===== src/rtl/split_ctrl.sv =====
// split_ctrl: registered master-to-N-slave splitter with slave lock; define SPLIT_CTRL_TIMEOUT_EN to abort silent slaves
module split_ctrl #(
  parameter int DATA_W = 32,
  parameter int ADDR_W = 32,
  parameter int N_SLAVES = 4,
  parameter int P_SLAVES = ADDR_W - 1,
  parameter int TIMEOUT = 256,
  parameter logic [31:0] ERR_DATA = 32'hDEADBEEF,
  localparam int REQ_W = 1 + ADDR_W + DATA_W + DATA_W / 8,
  localparam int RESP_W = DATA_W + 1
) (
  input  logic                         clk,
  input  logic                         rst,
  input  logic [REQ_W-1:0]             m_req,
  output logic [RESP_W-1:0]            m_resp,
  output logic [N_SLAVES*REQ_W-1:0]    s_req,
  input  logic [N_SLAVES*RESP_W-1:0]   s_resp,
  output logic                         err
);
  localparam int NB = $clog2(N_SLAVES);
  localparam int SEL_MSB = DATA_W + DATA_W / 8 + P_SLAVES;
  localparam logic [DATA_W-1:0] ERR_D = DATA_W'(ERR_DATA);
  typedef enum logic [1:0] {IDLE, BUSY, ERR} state_t;
  state_t state;
  logic [NB-1:0] sel, sel_r, cur;
  logic valid, mapped, drive, rdy, tmo;
  assign valid = m_req[REQ_W-1];
  assign sel = m_req[SEL_MSB -: NB];
  assign mapped = int'(sel) < N_SLAVES;
  assign cur = state == BUSY ? sel_r : sel;
  assign drive = !rst && (state == BUSY || (state == IDLE && valid && mapped));
`ifdef SPLIT_CTRL_TIMEOUT_EN
  localparam int CW = $clog2(TIMEOUT + 1);
  logic [CW-1:0] cnt;
  assign tmo = state == BUSY && cnt == CW'(TIMEOUT);
  // wait counter: cleared outside BUSY, counts silent BUSY cycles and saturates at TIMEOUT
  always_ff @(posedge clk or posedge rst)
    if (rst) cnt <= '0;
    else if (state != BUSY) cnt <= '0;
    else if (!rdy && !tmo) cnt <= cnt + 1'b1;
`else
  assign tmo = 1'b0;
`endif
  // route the request to the selected slave and pass only a ready response back
  always_comb begin
    s_req = '0;
    m_resp = '0;
    rdy = 1'b0;
    for (int i = 0; i < N_SLAVES; i++)
      if (drive && cur == NB'(i)) begin
        s_req[i*REQ_W +: REQ_W] = {valid & ~tmo, m_req[REQ_W-2:0]};
        rdy = s_resp[i*RESP_W];
        m_resp = rdy ? s_resp[i*RESP_W +: RESP_W] : '0;
      end
    if (!rst && state == ERR) m_resp = {ERR_D, 1'b1};
  end
  // transaction FSM: lock the slave while busy, one-cycle error pulse on unmapped or timed-out access
  always_ff @(posedge clk or posedge rst)
    if (rst) begin
      state <= IDLE;
      sel_r <= '0;
      err <= 1'b0;
    end else begin
      err <= 1'b0;
      case (state)
        IDLE:
          if (valid && mapped) begin
            sel_r <= sel;
            state <= rdy ? IDLE : BUSY;
          end else if (valid) begin
            state <= ERR;
            err <= 1'b1;
          end
        BUSY:
          if (rdy) state <= IDLE;
          else if (tmo) begin
            state <= ERR;
            err <= 1'b1;
          end
        default: state <= IDLE;
      endcase
    end
endmodule


===== config.mk =====
export PLATFORM = sky130hd
export DESIGN_NAME = split_ctrl
export DESIGN_NICKNAME = d
export VERILOG_FILES = /design/src/rtl/split_ctrl.sv
export SDC_FILE = /design/constraint.sdc
export NUM_CORES = 1
export LEC_CHECK = 0
export CAP_MARGIN = 30
export CORE_AREA = 2 2 199 201
export DETAILED_ROUTE_END_ITERATION = 12
export DIE_AREA = 0 0 201 203
export GPL_ROUTABILITY_DRIVEN = 0
export PLACE_DENSITY = 0.34
export REMOVE_ABC_BUFFERS = 1
export SETUP_SLACK_MARGIN = 0.3
export SLEW_MARGIN = 20
export SYNTH_ARGS = -nofsm -noshare
export SYNTH_HDL_FRONTEND = slang
export SYNTH_SLANG_ARGS = --single-unit

===== constraint.sdc =====
create_clock -name clk -period 2.5 [get_ports clk]
set_input_delay 0.5 -clock clk [delete_from_list [all_inputs] [get_ports clk]]
set_output_delay 0.5 -clock clk [all_outputs]
set_load 0.02 [all_outputs]

==> flow_summary.toml <==
[status]
status = "finished with violations"
violations = "setup timing"

[worst_setup_path]
critical_path_class = "reg -> out"
cp-end-kind = "output port"
cp_data_arrival_time_ns = 2.32
reg2reg_slack_ns = 0.45
crit_required_ns = 2.00
rr_worst_depth = 7
path_max_fanout = 7
rr_startpoint = "state[0]"
critPathLaunchType = "flip-flop"
r2r-end = "state[0]"

[detailed_routing]
drc = 0
routedWlPerCell_um = 21.8
wirelength_um = 35100
routed_via_density = 3.86
via_count = 6228
ant_nets = 0
drtIter0Drc = 293
first_pass_iters = 6

[clock_tree]
cts_tree = "built"
cts-htree-levels = 1
max-clock-path-buffers = 2
cts_root_buffer = "clkbuf_16"
clock_latency_ns = 0.22
clk_pin_slew_ns = 0.03
hold_buffers = 0
cts_num_sinks = 3
cts_made_buffers = 3

[final_layout]
fillerInstances = 4208
final_core_util = 0.289
drive_gt1_frac = 0.541
stdcell_area_sq_um = 11100
fin_nets = 1297
synthToLayoutAreaGrowth_pct = 245

[power_and_ir_drop]
ir_worst_vdd_mv = 0.425
power_density_nw_per_um2 = 793
finalPower_mw = 8.80
p_leak_nw = 5.57

[sta]
hold_violations = 0
grt_setup_unrepaired = "true"
finalCriticalPeriod_ns = 2.82
finalSetupViolations = 261
fin_skew_ns = 0.000267
worst_slack_ns = -0.319
slew_violations = 0
fmax_mhz = 355
fin_crit_sh = 1.13

[die]
num_rows = 72
die_w_um = 201
core_sq_um = 38500
die_y_um = 203
initial_core_util = 0.0836
dieArea_sq_um = 40800
ios = 513

[yosys]
yosys.area.top_type = "and2_1"
synth_flop_cell = "dfrtp_1"
synth_fa_ha_area_frac = 0
syn-cell-area_sq_um = 3220
synth_cells = 502
synth_compound_area_frac = 0.179
synth_cell_types = 29
synth_area_leaders = "and2_1, and3_1, nand3_1"
synth_xor_area_frac = 0
ys_top_cells_by_count = "and2_1, and3_1, nand3_1, clkbuf_1, a21oi_1"
avgSynthCellArea_sq_um = 6.41
synth-edff-count = 0
synth-simple-area-share = 0.661
yosys.area.top_type_share = 0.268
yosysSeqAreaShare = 0.0233
synth.area.mux_share = 0.0148
yosys_warnings = 0
synth_top_family_by_area = "simple AND/OR/NAND/NOR gates"
ys_seq_elements = 3
ys_async_sr_fraction = 1.00

[global_route]
grt_pass1_vias = 6098
grt_max_degree = 36
grt_pass1_wl_um = 47000
grt_overflow = 0
antenna_found_initial = 3
track_usage = 0.156

[placed_design]
place_hpwl_um = 24000
place.port_buffers = 511
postPlaceCellArea_sq_um = 9180

[worst_hold_path]
min_path_type = "in -> async"

[flow_run]
max_cap_viol_count = 0
==> critical path: stages, from the launching register on <==
cell and delay [ns]:
dfrtp_1 0.38, or4b_4 0.55, and2_4 0.20, nor2_4 0.13, buf_8 0.12, buf_12 0.10, buf_12 0.13, buf_16 0.14
buf_12 0.10, and2_4 0.13, buf_6 0.11
==> worst max path at each step <==
stage | start | end | slack, ns | cells past startpoint
finish | state[0] | s_req[102] | -0.32 | 10
global route | state[0] | s_req[102] | -0.39 | 10
CTS | state[0] | s_req[102] | -0.33 | 10
detailed placement | m_req[67] | s_req[23] | -0.95 | 7
global placement | m_req[67] | s_req[23] | -0.95 | 7
floorplan | state[0] | s_req[138] | -2.51 | 3
==> repair_timing <==
action	CTS	global route
setup endpoints to repair	310	309
gates resized for setup	1330	353
pin swaps	17	9
gates cloned	23	3
buffers inserted	56	14
==> final cells by class <==
class / count / area, sq um / share of cell area
Tap cell: 518 / 648 / 0.0584
Antenna cell: 1 / 2.50 / 0.000225
Sequential cell: 3 / 75.1 / 0.00676
Inverter: 4 / 15.0 / 0.00135
Multi-Input combinational cell: 425 / 3120 / 0.281
Timing Repair Buffer: 657 / 7170 / 0.646
Clock buffer: 4 / 78.8 / 0.00710
==> layer usage <==
metal | GRT usage | vias to the layer above | share of wire
li1 | - | 2995 | -
met1 | 0.193 | 2997 | 0.42
met2 | 0.291 | 212 | 0.53
met3 | 0.0255 | 20 | 0.047
met4 | 0.0175 | 4 | 0.0058
met5 | 0 | - | 0.00074
==> where the power goes <==
part           internal [mW]  switching [mW]  total (mW)  leakage [nW]
Clock                  0.210          0.0425       0.253        0.0382
Sequential            0.0728          0.0219      0.0947        0.0348
Combinational           4.48            3.98        8.46          5.50
Total                   4.76            4.04        8.80          5.57
==> flip-flops by register name, summed over array words and instances, names as in the netlist <==
name and count:
state 1, sel_r 2
==> through the flow <==
step	instances	setup WS, ns	hold WS [ns]	TNS (ns)
after floorplan	432	-2.51	0.254	-508.47
after global placement	1511	-0.946	0.577	-235.14
after global routing	1612	-0.393	0.336	-62.50
after CTS	1594	-0.329	0.322	-50.15
after detailed placement	1511	-0.945	0.578	-239.98
final	1612	-0.319	0.318	-41.88
==> placed cells by master (no fill, tap or decap), drive strengths merged <==
master         synthesis  final
nor2                   4      4
clkdlybuf4s15          0      4
conb                   1      1
nand2                  1      1
a221o                 32     32
diode                  0      1
mux2                   3      3
and2                 139    139
o21ai                  1      1
a21o                   1      1
and3                 138    138
nand3b                 1      1
nand3                 64     64
or4b                   1      1
inv                    4      4
or3b                   1      1
clkdlybuf4s50          0    198
buf                   24    407
dlygate4sd2            0     41
clkbuf                46     11
a211oi                 2      2
a211o                  1      1
mux2i                  1      1
dfrtp                  3      3
nor2b                  1      1
a21oi                 33     33
==> cells by family (layout without fill, tap and decap cells) <==
kind of cell           count (synthesis)  count (layout)
multiplexers                           4               4
flip-flops                             3               3
AND/OR/NAND/NOR                      350             350
other                                  1               2
AO/OA/AOI/OAI                         70              70
buffers and inverters                 74             665
No activity file was read; power rests on OpenSTA's default activity.
